===== src/rtl/clkdiv_cfg_if.sv =====
// clkdiv_cfg_if: valid/ready ratio-update channel between the register file and the divider controller.
interface clkdiv_cfg_if #(
    parameter int WIDTH = 6
) ();
    logic             valid;
    logic [WIDTH-1:0] ratio;
    logic             ready;
    modport master (output valid, output ratio, input ready);
    modport slave  (input valid, input ratio, output ready);
endinterface


===== src/rtl/clkdiv_cfg_ctrl.sv =====
// clkdiv_cfg_ctrl: commits divider ratio/enable only at divided-period boundaries and emits a period tick.
// Optional CLKDIV_CFG_CLAMP_EN: illegal ratios are clamped to MIN_RATIO instead of rejected.
module clkdiv_cfg_ctrl #(
    parameter int WIDTH     = 6,
    parameter int MIN_RATIO = 2,
    parameter int RST_RATIO = 2
) (
    input  logic             i_ref_clk,
    input  logic             i_rst_n,
    clkdiv_cfg_if.slave      cfg,
    input  logic             enable,
    output logic [WIDTH-1:0] div_ratio,
    output logic             clk_en,
    output logic             period_tick,
    output logic             cfg_err,
    output logic             busy
);
    typedef enum logic [1:0] {OFF, RUN, PEND} state_t;
    state_t           state, state_d;
    logic [WIDTH-1:0] cnt, cnt_d, shadow, shadow_d, ratio_d, req, cnt_nxt;
    logic             en_d, tick_d, err_d, acc, xfer, bnd, legal;
    assign xfer  = cfg.valid && cfg.ready;
    assign legal = cfg.ratio >= WIDTH'(MIN_RATIO);
`ifdef CLKDIV_CFG_CLAMP_EN
    assign acc = xfer;
    assign req = legal ? cfg.ratio : WIDTH'(MIN_RATIO);
`else
    assign acc = xfer && legal;
    assign req = cfg.ratio;
`endif
    assign bnd     = (state != OFF) && (cnt == div_ratio - WIDTH'(1));
    assign cnt_nxt = bnd ? '0 : cnt + WIDTH'(1);
    always_comb begin
        state_d  = state;
        cnt_d    = cnt;
        shadow_d = shadow;
        ratio_d  = div_ratio;
        en_d     = clk_en;
        tick_d   = 1'b0;
        err_d    = xfer && !legal;
        unique case (state)
            OFF: begin
                cnt_d   = '0;
                ratio_d = acc ? req : div_ratio;
                if (enable) begin
                    state_d = RUN;
                    en_d    = 1'b1;
                end
            end
            RUN: begin
                cnt_d  = cnt_nxt;
                tick_d = bnd;
                // a disable sampled at a boundary wins over a same-cycle transfer, which commits directly
                if (bnd && !enable) begin
                    state_d = OFF;
                    en_d    = 1'b0;
                    ratio_d = acc ? req : div_ratio;
                end else if (acc) begin
                    shadow_d = req;
                    state_d  = PEND;
                end
            end
            PEND: begin
                cnt_d  = cnt_nxt;
                tick_d = bnd;
                if (bnd) begin
                    ratio_d = shadow;
                    state_d = enable ? RUN : OFF;
                    en_d    = enable;
                end
            end
            default: state_d = OFF;
        endcase
    end
    always_ff @(posedge i_ref_clk or negedge i_rst_n) begin
        if (!i_rst_n) begin
            state       <= OFF;
            cnt         <= '0;
            shadow      <= '0;
            div_ratio   <= WIDTH'(RST_RATIO);
            clk_en      <= 1'b0;
            period_tick <= 1'b0;
            cfg_err     <= 1'b0;
            cfg.ready   <= 1'b1;
            busy        <= 1'b0;
        end else begin
            state       <= state_d;
            cnt         <= cnt_d;
            shadow      <= shadow_d;
            div_ratio   <= ratio_d;
            clk_en      <= en_d;
            period_tick <= tick_d;
            cfg_err     <= err_d;
            cfg.ready   <= state_d != PEND;
            busy        <= state_d == PEND;
        end
    end
endmodule


===== src/flat_wrapper.sv =====
// flat-port wrapper written by rule: the top's interface ports become plain ports
module clkdiv_cfg_ctrl_flat 
#(
    parameter int WIDTH     = 6,
    parameter int MIN_RATIO = 2,
    parameter int RST_RATIO = 2
)
  (i_ref_clk, i_rst_n, enable, div_ratio, clk_en, period_tick, cfg_err, busy, cfg_valid, cfg_ratio, cfg_ready);
  clkdiv_cfg_if #(.WIDTH(WIDTH)) cfg_i ();
  input  logic i_ref_clk;
  input  logic i_rst_n;
  input  logic enable;
  output logic [WIDTH-1:0] div_ratio;
  output logic clk_en;
  output logic period_tick;
  output logic cfg_err;
  output logic busy;
  input wire logic [$bits(cfg_i.valid)-1:0] cfg_valid;
  input wire logic [$bits(cfg_i.ratio)-1:0] cfg_ratio;
  output wire logic [$bits(cfg_i.ready)-1:0] cfg_ready;
  assign cfg_i.valid = cfg_valid;
  assign cfg_i.ratio = cfg_ratio;
  assign cfg_ready = cfg_i.ready;
  clkdiv_cfg_ctrl #(.WIDTH(WIDTH), .MIN_RATIO(MIN_RATIO), .RST_RATIO(RST_RATIO)) u_core (.i_ref_clk(i_ref_clk), .i_rst_n(i_rst_n), .cfg(cfg_i), .enable(enable), .div_ratio(div_ratio), .clk_en(clk_en), .period_tick(period_tick), .cfg_err(cfg_err), .busy(busy));
endmodule

===== config.mk =====
export PLATFORM = sky130hd
export DESIGN_NAME = clkdiv_cfg_ctrl_flat
export DESIGN_NICKNAME = d
export VERILOG_FILES = /design/src/rtl/clkdiv_cfg_if.sv /design/src/rtl/clkdiv_cfg_ctrl.sv /design/src/flat_wrapper.sv
export SDC_FILE = /design/constraint.sdc
export NUM_CORES = 1
export LEC_CHECK = 0
export CAP_MARGIN = 20
export CELL_PAD_IN_SITES_DETAIL_PLACEMENT = 0
export CELL_PAD_IN_SITES_GLOBAL_PLACEMENT = 1
export CORE_MARGIN = 2
export CORE_UTILIZATION = 44
export CTS_BUF_LIST = sky130_fd_sc_hd__clkbuf_4
export DETAILED_ROUTE_END_ITERATION = 16
export PLACE_DENSITY = 0.79
export REMOVE_ABC_BUFFERS = 1
export SETUP_SLACK_MARGIN = 0.15
export SYNTH_ARGS = -nofsm -noshare
export SYNTH_HDL_FRONTEND = slang
export SYNTH_SLANG_ARGS = --single-unit

===== constraint.sdc =====
create_clock -name i_ref_clk -period 2.5 [get_ports i_ref_clk]
set_input_delay 0.25 -clock i_ref_clk [delete_from_list [all_inputs] [get_ports i_ref_clk]]
set_output_delay 0.25 -clock i_ref_clk [all_outputs]
set_load 0.01 [all_outputs]

==> impl_metrics.csv, run 1 <==
group,metric,value,unit
cts,clockBufferDepth,2,
pwr,pwr_density_cell,1100,mW/mm^2
pwr,p_leak,0.836,nW
setup_path,required,2.73,ns
finish,multi_input_area,808,sq um
placed_design,place_hpwl,2.25,mm
setup_path,crit_fanout,5,
yosys,synth-seq-cells,25,
sta,hold_viol,0,
setup_path,critPathLaunchType,"flop",
global_route,antenna_found_initial,0,
sta,fmaxAchievable,436,MHz
detailed_routing,vias,1131,
detailed_routing,drtPass1Iterations,4,
finish,syn2layout_area_growth,25.8,%
cts,cts_tree,"done",
sta,post-route-period-util,91.6,%
floorplanning,std_cell_rows,20,
cts,cts_root_buf,"clkbuf_4",
sta,skew,0.00457,ns
sta,final.setup.tns,0,ns
sta,worstMarginPinSlew,0.339,ns
cts,cts_buffers,3,
detailed_routing,wl_per_cell,14.5,um
floorplanning,die_w,61.5,um
cts,cts_htree_levels,1,
global_route,grt_pass1_vias,1126,
floorplanning,die_h,61.5,um
sta,maxSlewHeadroom,77.2,%
sta,setup_violations,0,
cts,clkTransAtPathRegs,0.15,ns
cts,clock-sinks,25,
yosys,avgSynthCellArea,10.7,sq um
yosys,synth_edf_count,0,
finish,ff_latch_area,629,sq um
placed_design,gp_congestion,0.781,
floorplanning,dieArea,0.00378,sq mm
global_route,grtUsageTotal,18.6,%
finish,fin_nets,183,
pwr,p_sw,0.000786,W
detailed_routing,via_per_inst,5.39,
sta,final_max_slew_viol_count,0,
floorplanning,initial_core_util,46.8,%
placed_design,io_buffers,20,
yosys,synth_area,0.00145,sq mm
floorplanning,pin_count,21,
cts,insertion_delay,0.32,ns
yosys,ys_types,41,
global_route,grt_overflow_total,0,
pwr,swShare,39.1,%
global_route,grt_max_degree,26,
setup_path,endpoint_kind,"flop",
hold_path,min-delay-path-class,"primary input to asynchronous set/reset pin",
yosys,ys_seq_area_share,43.2,%
finish,drive_gt1_share,21.7,%
finish,fillCellCount,287,
sta,setup_ws,0.209,ns
setup_path,cp.arrival,2.52,ns
finish,post-route-util,58.9,%
pwr,power_frac_clock,9.6,%
pwr,power_frac_seq,35.2,%
pwr,ir_drop,0.000572,V
detailed_routing,drtAntennaViolNets,0,
job,drv_cap,0,
detailed_routing,drt_iter0_drc,41,
placed_design,pre_cts_ws,0.00695,ns
global_route,grt_pass1_wl,5.20,mm
finish,num_antenna_cells,0,
detailed_routing,drc,0,
setup_path,reg2reg_depth,8,
yosys,netlist_instances,136,
setup_path,worst-setup-path-type,"flop to flop",
yosys,yosysWarnings,0,
sta,rsz0062_at_grt,"false",
detailed_routing,wirelength,3.05,mm
pwr,p_int,0.00123,W
sta,min_period,2.29,ns
yosys,async_flop_share,100,%
pwr,p_comb_share,55.2,%
yosys,ys.flop_type,"dfrtp_1",
run_status,status,"complete, no violations",
floorplanning,core_area,0.00310,sq mm
cell usage in the layout, fill, tap and decap left out, types with 5 or more instances in the layout:
cell | netlist | layout
xnor2_1 | 5 | 5
mux2_2 | 9 | 9
o21ai_0 | 6 | 6
nor2_1 | 7 | 7
nand2_1 | 12 | 12
inv_1 | 9 | 8
buf_4 | 0 | 8
clkdlybuf4s50_1 | 0 | 20
mux2i_1 | 6 | 6
dfrtp_1 | 23 | 22
ha_1 | 6 | 5
power groups by stage:
stage | registers (W) | logic [W] | clock network (W)
after floorplan | 0.000710 | 0.000664 | 0
after global placement | 0.000711 | 0.000970 | 0
after detailed placement | 0.000719 | 0.000984 | 0
after CTS | 0.000706 | 0.00108 | 0.000198
after global routing | 0.000732 | 0.00122 | 0.000218
final | 0.000709 | 0.00111 | 0.000194
what timing repair did:
item                       4_1_cts  5_1_grt
setup endpoints to repair       10       13
pin swaps                        3        2
gates resized for setup          4        4
setup buffers                    3        3
hold buffers                     0        0
gates cloned                     0        0
routing by layer:
metal,part of all wire [%],vias up,global-route usage (%)
met3,3.7,2,2.52
li1,-,548,-
met1,50,557,26.0
met4,0.49,0,5.17
met5,0,-,0
met2,46,24,30.2
final timing paths:
check	startpoint	endpoint	slack (ns)
worst min register to register	u_core.cfg.ready	u_core.cfg_err	0.51
max in group asynchronous	i_rst_n	u_core.cfg.ready	1.94
worst max-delay path	u_core.div_ratio[1]	u_core.div_ratio[5]	0.21
min in group i_ref_clk	cfg_valid	u_core.cfg_err	0.48
worst min-delay path	i_rst_n	u_core.cnt[2]	0.26
worst max register to register	u_core.div_ratio[1]	u_core.div_ratio[5]	0.21
worst max-delay path, stage by stage (launching register included):
cell	delay, ns
dfstp_2	0.57
inv_2	0.05
ha_4	0.20
xnor2_1	0.11
nor3_1	0.11
and4b_2	0.33
nand3b_4	0.12
a211o_4	0.38
mux2_4	0.30
area by class of cell:
class                   instances  area share (%)
clock buffers                   3            1.23
clock inverters                 1           0.411
inverters                       9            1.85
multi-input cells              99            44.2
flip-flops and latches         25            34.4
well taps                      44            3.01
repair buffers                 29            14.9
registers in the layout, summed over array words and instances, names as in the netlist:
name	count
u_core.state	2
u_core.period_tick	1
u_core.cnt	6
u_core.cfg_err	1
u_core.cfg.ready	1
u_core.div_ratio	6
u_core.shadow	6
u_core.clk_en	1
u_core.busy	1
Yosys cell counts, types with 2 or more instances:
master	number	area, sq um
a21oi_1	3	15.0
mux2i_1	6	60.1
nand2_1	12	45.0
o21ai_0	6	30.0
dfrtp_1	23	576
xnor2_1	5	43.8
nor2_1	7	26.3
nor4_1	2	12.5
o211a_1	2	20.0
and2_1	2	12.5
nand2b_1	2	12.5
inv_1	9	33.8
a211o_1	4	35.0
a22o_1	2	17.5
nand3_1	4	20.0
and3_1	2	12.5
nor2b_1	2	12.5
mux2_2	9	101
or3_1	2	12.5
dfstp_2	2	52.6
ha_1	6	75.1
nor3_1	3	15.0
mux2_4	3	45.0
cell families (layout without fill, tap and decap cells):
group           count (synthesis)  in the layout  synth area share (%)
mux                            18             18                  14.2
simple gates                   42             42                  15.0
flops                          25             25                  43.2
buf+inv                        12             42                  3.62
fa+ha+maj                       6              6                  5.17
xor+xnor                        7              7                  4.74
compound gates                 26             26                  14.0
per-stage QoR:
step	power, W	instance area (sq um)	hold slack (ns)	std cells
after floorplan	0.00137	1430	-0.0456	133
final	0.00201	1830	0.258	210
after global routing	0.00217	1830	0.282	210
after CTS	0.00198	1790	0.273	207
after detailed placement	0.00170	1710	0.491	200
after global placement	0.00168	1710	0.484	200
Power figures use the tool's default switching activity.
==> inputs of run 2 (changes only) <==
--- a/config.mk
+++ b/config.mk
@@ -13,6 +13,7 @@
 export CTS_BUF_LIST = sky130_fd_sc_hd__clkbuf_4
 export DETAILED_ROUTE_END_ITERATION = 16
 export PLACE_DENSITY = 0.79
+export RECOVER_POWER = 100
 export REMOVE_ABC_BUFFERS = 1
 export SETUP_SLACK_MARGIN = 0.15
 export SYNTH_ARGS = -nofsm -noshare
==> impl_metrics.csv, run 2 (synthesis results as in run 1) <==
group,metric,value,unit
finish,fin_area,0.00181,sq mm
global_route,antenna_found_initial,0,
finish,layout_common_cells,"dfrtp_1 (22), dlygate4sd3_1 (13), nand2_1 (12)",
setup_path,crit-reg2reg-launch,"u_core.div_ratio[1]",
placed_design,io_buffers,20,
pwr,p_comb_share,53.8,%
setup_path,r2r_slack,0.16,ns
floorplanning,die_w,61.5,um
setup_path,regToRegEndpoint,"u_core.div_ratio[3]",
floorplanning,dieArea,0.00378,sq mm
sta,setup_violations,0,
setup_path,cp.arrival,2.56,ns
detailed_routing,drt_iter0_drc,37,
finish,fin_nets,183,
cts,insertion_delay,0.32,ns
placed_design,dpl.cell_count,200,
job,drv_cap,0,
pwr,swShare,40.0,%
detailed_routing,wl_per_cell,14.5,um
placed_design,place_hpwl,2.25,mm
detailed_routing,drc,0,
pwr,ir_drop,0.000568,V
detailed_routing,drtPass1Iterations,4,
pwr,p_int,0.00117,W
pwr,p_leak,0.827,nW
setup_path,worst-setup-path-type,"flop to flop",
cts,cts_htree_levels,1,
cts,holdBufCountCts,0,
cts,cts_tree,"done",
floorplanning,initial_core_util,46.8,%
setup_path,required,2.72,ns
setup_path,crit_fanout,5,
sta,final_max_slew_viol_count,0,
finish,syn2layout_area_growth,24.7,%
finish,fillCellCount,292,
finish,ff_latch_area,629,sq um
floorplanning,die_h,61.5,um
run_status,status,"complete, no violations",
floorplanning,std_cell_rows,20,
setup_path,endpoint_kind,"flop",
detailed_routing,vias,1140,
finish,reg_top3,"u_core.cnt: 6 flops, u_core.div_ratio: 6 flops, u_core.shadow: 6 flops",
pwr,p_total,0.00195,W
sta,hold_viol,0,
floorplanning,core_area,0.00310,sq mm
pwr,power_frac_clock,9.9,%
global_route,grt_pass1_vias,1126,
finish,final_cells,210,
hold_path,min_path_cells,3,
cts,cts_root_buf,"clkbuf_4",
placed_design,gp_congestion,0.781,
global_route,grt_pass1_wl,5.20,mm
setup_path,reg2reg_depth,8,
cts,clkTransAtPathRegs,0.15,ns
detailed_routing,drtAntennaViolNets,0,
hold_path,min-delay-path-class,"primary input to flop",
global_route,grtUsageTotal,18.6,%
detailed_routing,wirelength,3.05,mm
global_route,grt_max_degree,26,
detailed_routing,via_per_inst,5.43,
floorplanning,pin_count,21,
cts,clock-sinks,25,
setup_path,critPathLaunchType,"flop",
sta,post-route-period-util,93.7,%
placed_design,dpl_cell_area,0.00171,sq mm
finish,drive_gt1_share,18.7,%
finish,num_antenna_cells,0,
sta,hold-worst-slack,0.475,ns
sta,worstMarginPinSlew,1.34,ns
global_route,grt_overflow_total,0,
sta,maxSlewHeadroom,10.4,%
hold_path,min_to,"u_core.cfg_err",
sta,final.setup.tns,0,ns
sta,skew,0.00247,ns
pwr,power_frac_seq,36.3,%
hold_path,min-delay-start,"cfg_valid",
sta,min_period,2.34,ns
sta,fmaxAchievable,427,MHz
cts,cts_buffers,3,
pwr,pwr_density_cell,1070,mW/mm^2
finish,layout.cells.most_common,"dfrtp_1",
sta,rsz0062_at_grt,"false",
pwr,p_sw,0.000779,W
cts,clockBufferDepth,2,
finish,multi_input_area,796,sq um
run 2: power groups by stage:
stage | registers (W) | logic, W | clock network [W]
finish | 0.000706 | 0.00105 | 0.000193
global route | 0.000729 | 0.00115 | 0.000218
CTS | 0.000706 | 0.00108 | 0.000198
detailed placement | 0.000719 | 0.000984 | 0
global placement | 0.000711 | 0.000970 | 0
floorplan | 0.000710 | 0.000664 | 0
run 2: worst max-delay path, stage by stage, from the launching register on:
cell	delay [ns]
dfstp_2	0.57
inv_2	0.05
ha_4	0.21
xnor2_1	0.11
nor3_1	0.11
and4b_1	0.36
nand3b_4	0.13
a211o_4	0.37
mux2_1	0.32
run 2: how the worst max path moves through the flow:
stage                                   start                   to  slack [ns]  cells past startpoint
after floorplan           u_core.div_ratio[1]  u_core.div_ratio[2]        0.12                      8
after global placement    u_core.div_ratio[1]  u_core.div_ratio[5]        0.08                      8
after detailed placement  u_core.div_ratio[1]  u_core.div_ratio[5]       0.007                      8
after CTS                 u_core.div_ratio[1]  u_core.div_ratio[5]        0.18                      8
after global routing      u_core.div_ratio[1]  u_core.div_ratio[3]        0.08                      8
final                     u_core.div_ratio[1]  u_core.div_ratio[3]        0.16                      8
run 2: area by class of cell:
| type | instances | area share (%) |
|---|---|---|
| clock buffers | 3 | 1.24 |
| clock inverters | 1 | 0.414 |
| inverters | 9 | 1.86 |
| multi-input cells | 99 | 43.9 |
| flip-flops and latches | 25 | 34.7 |
| well taps | 44 | 3.04 |
| repair buffers | 29 | 14.8 |
run 2: per-stage QoR:
stage,util (%),setup WS (ns)
after CTS,57.8,0.177
after global routing,58.4,0.0809
final,58.4,0.158
after detailed placement,55.2,0.00695
after floorplan,-,0.124
after global placement,55.2,0.0782
run 2: repair_timing:
action,CTS,global route
buffers inserted,3,3
gates resized for setup,4,4
endpoints found under the setup margin,10,13
pin swaps,3,2
run 2: layer usage:
metal	track usage (%)	part of all wire, %
met5	0	0
met1	26.0	49
met3	2.52	3.5
met2	30.2	47
met4	5.17	0.49
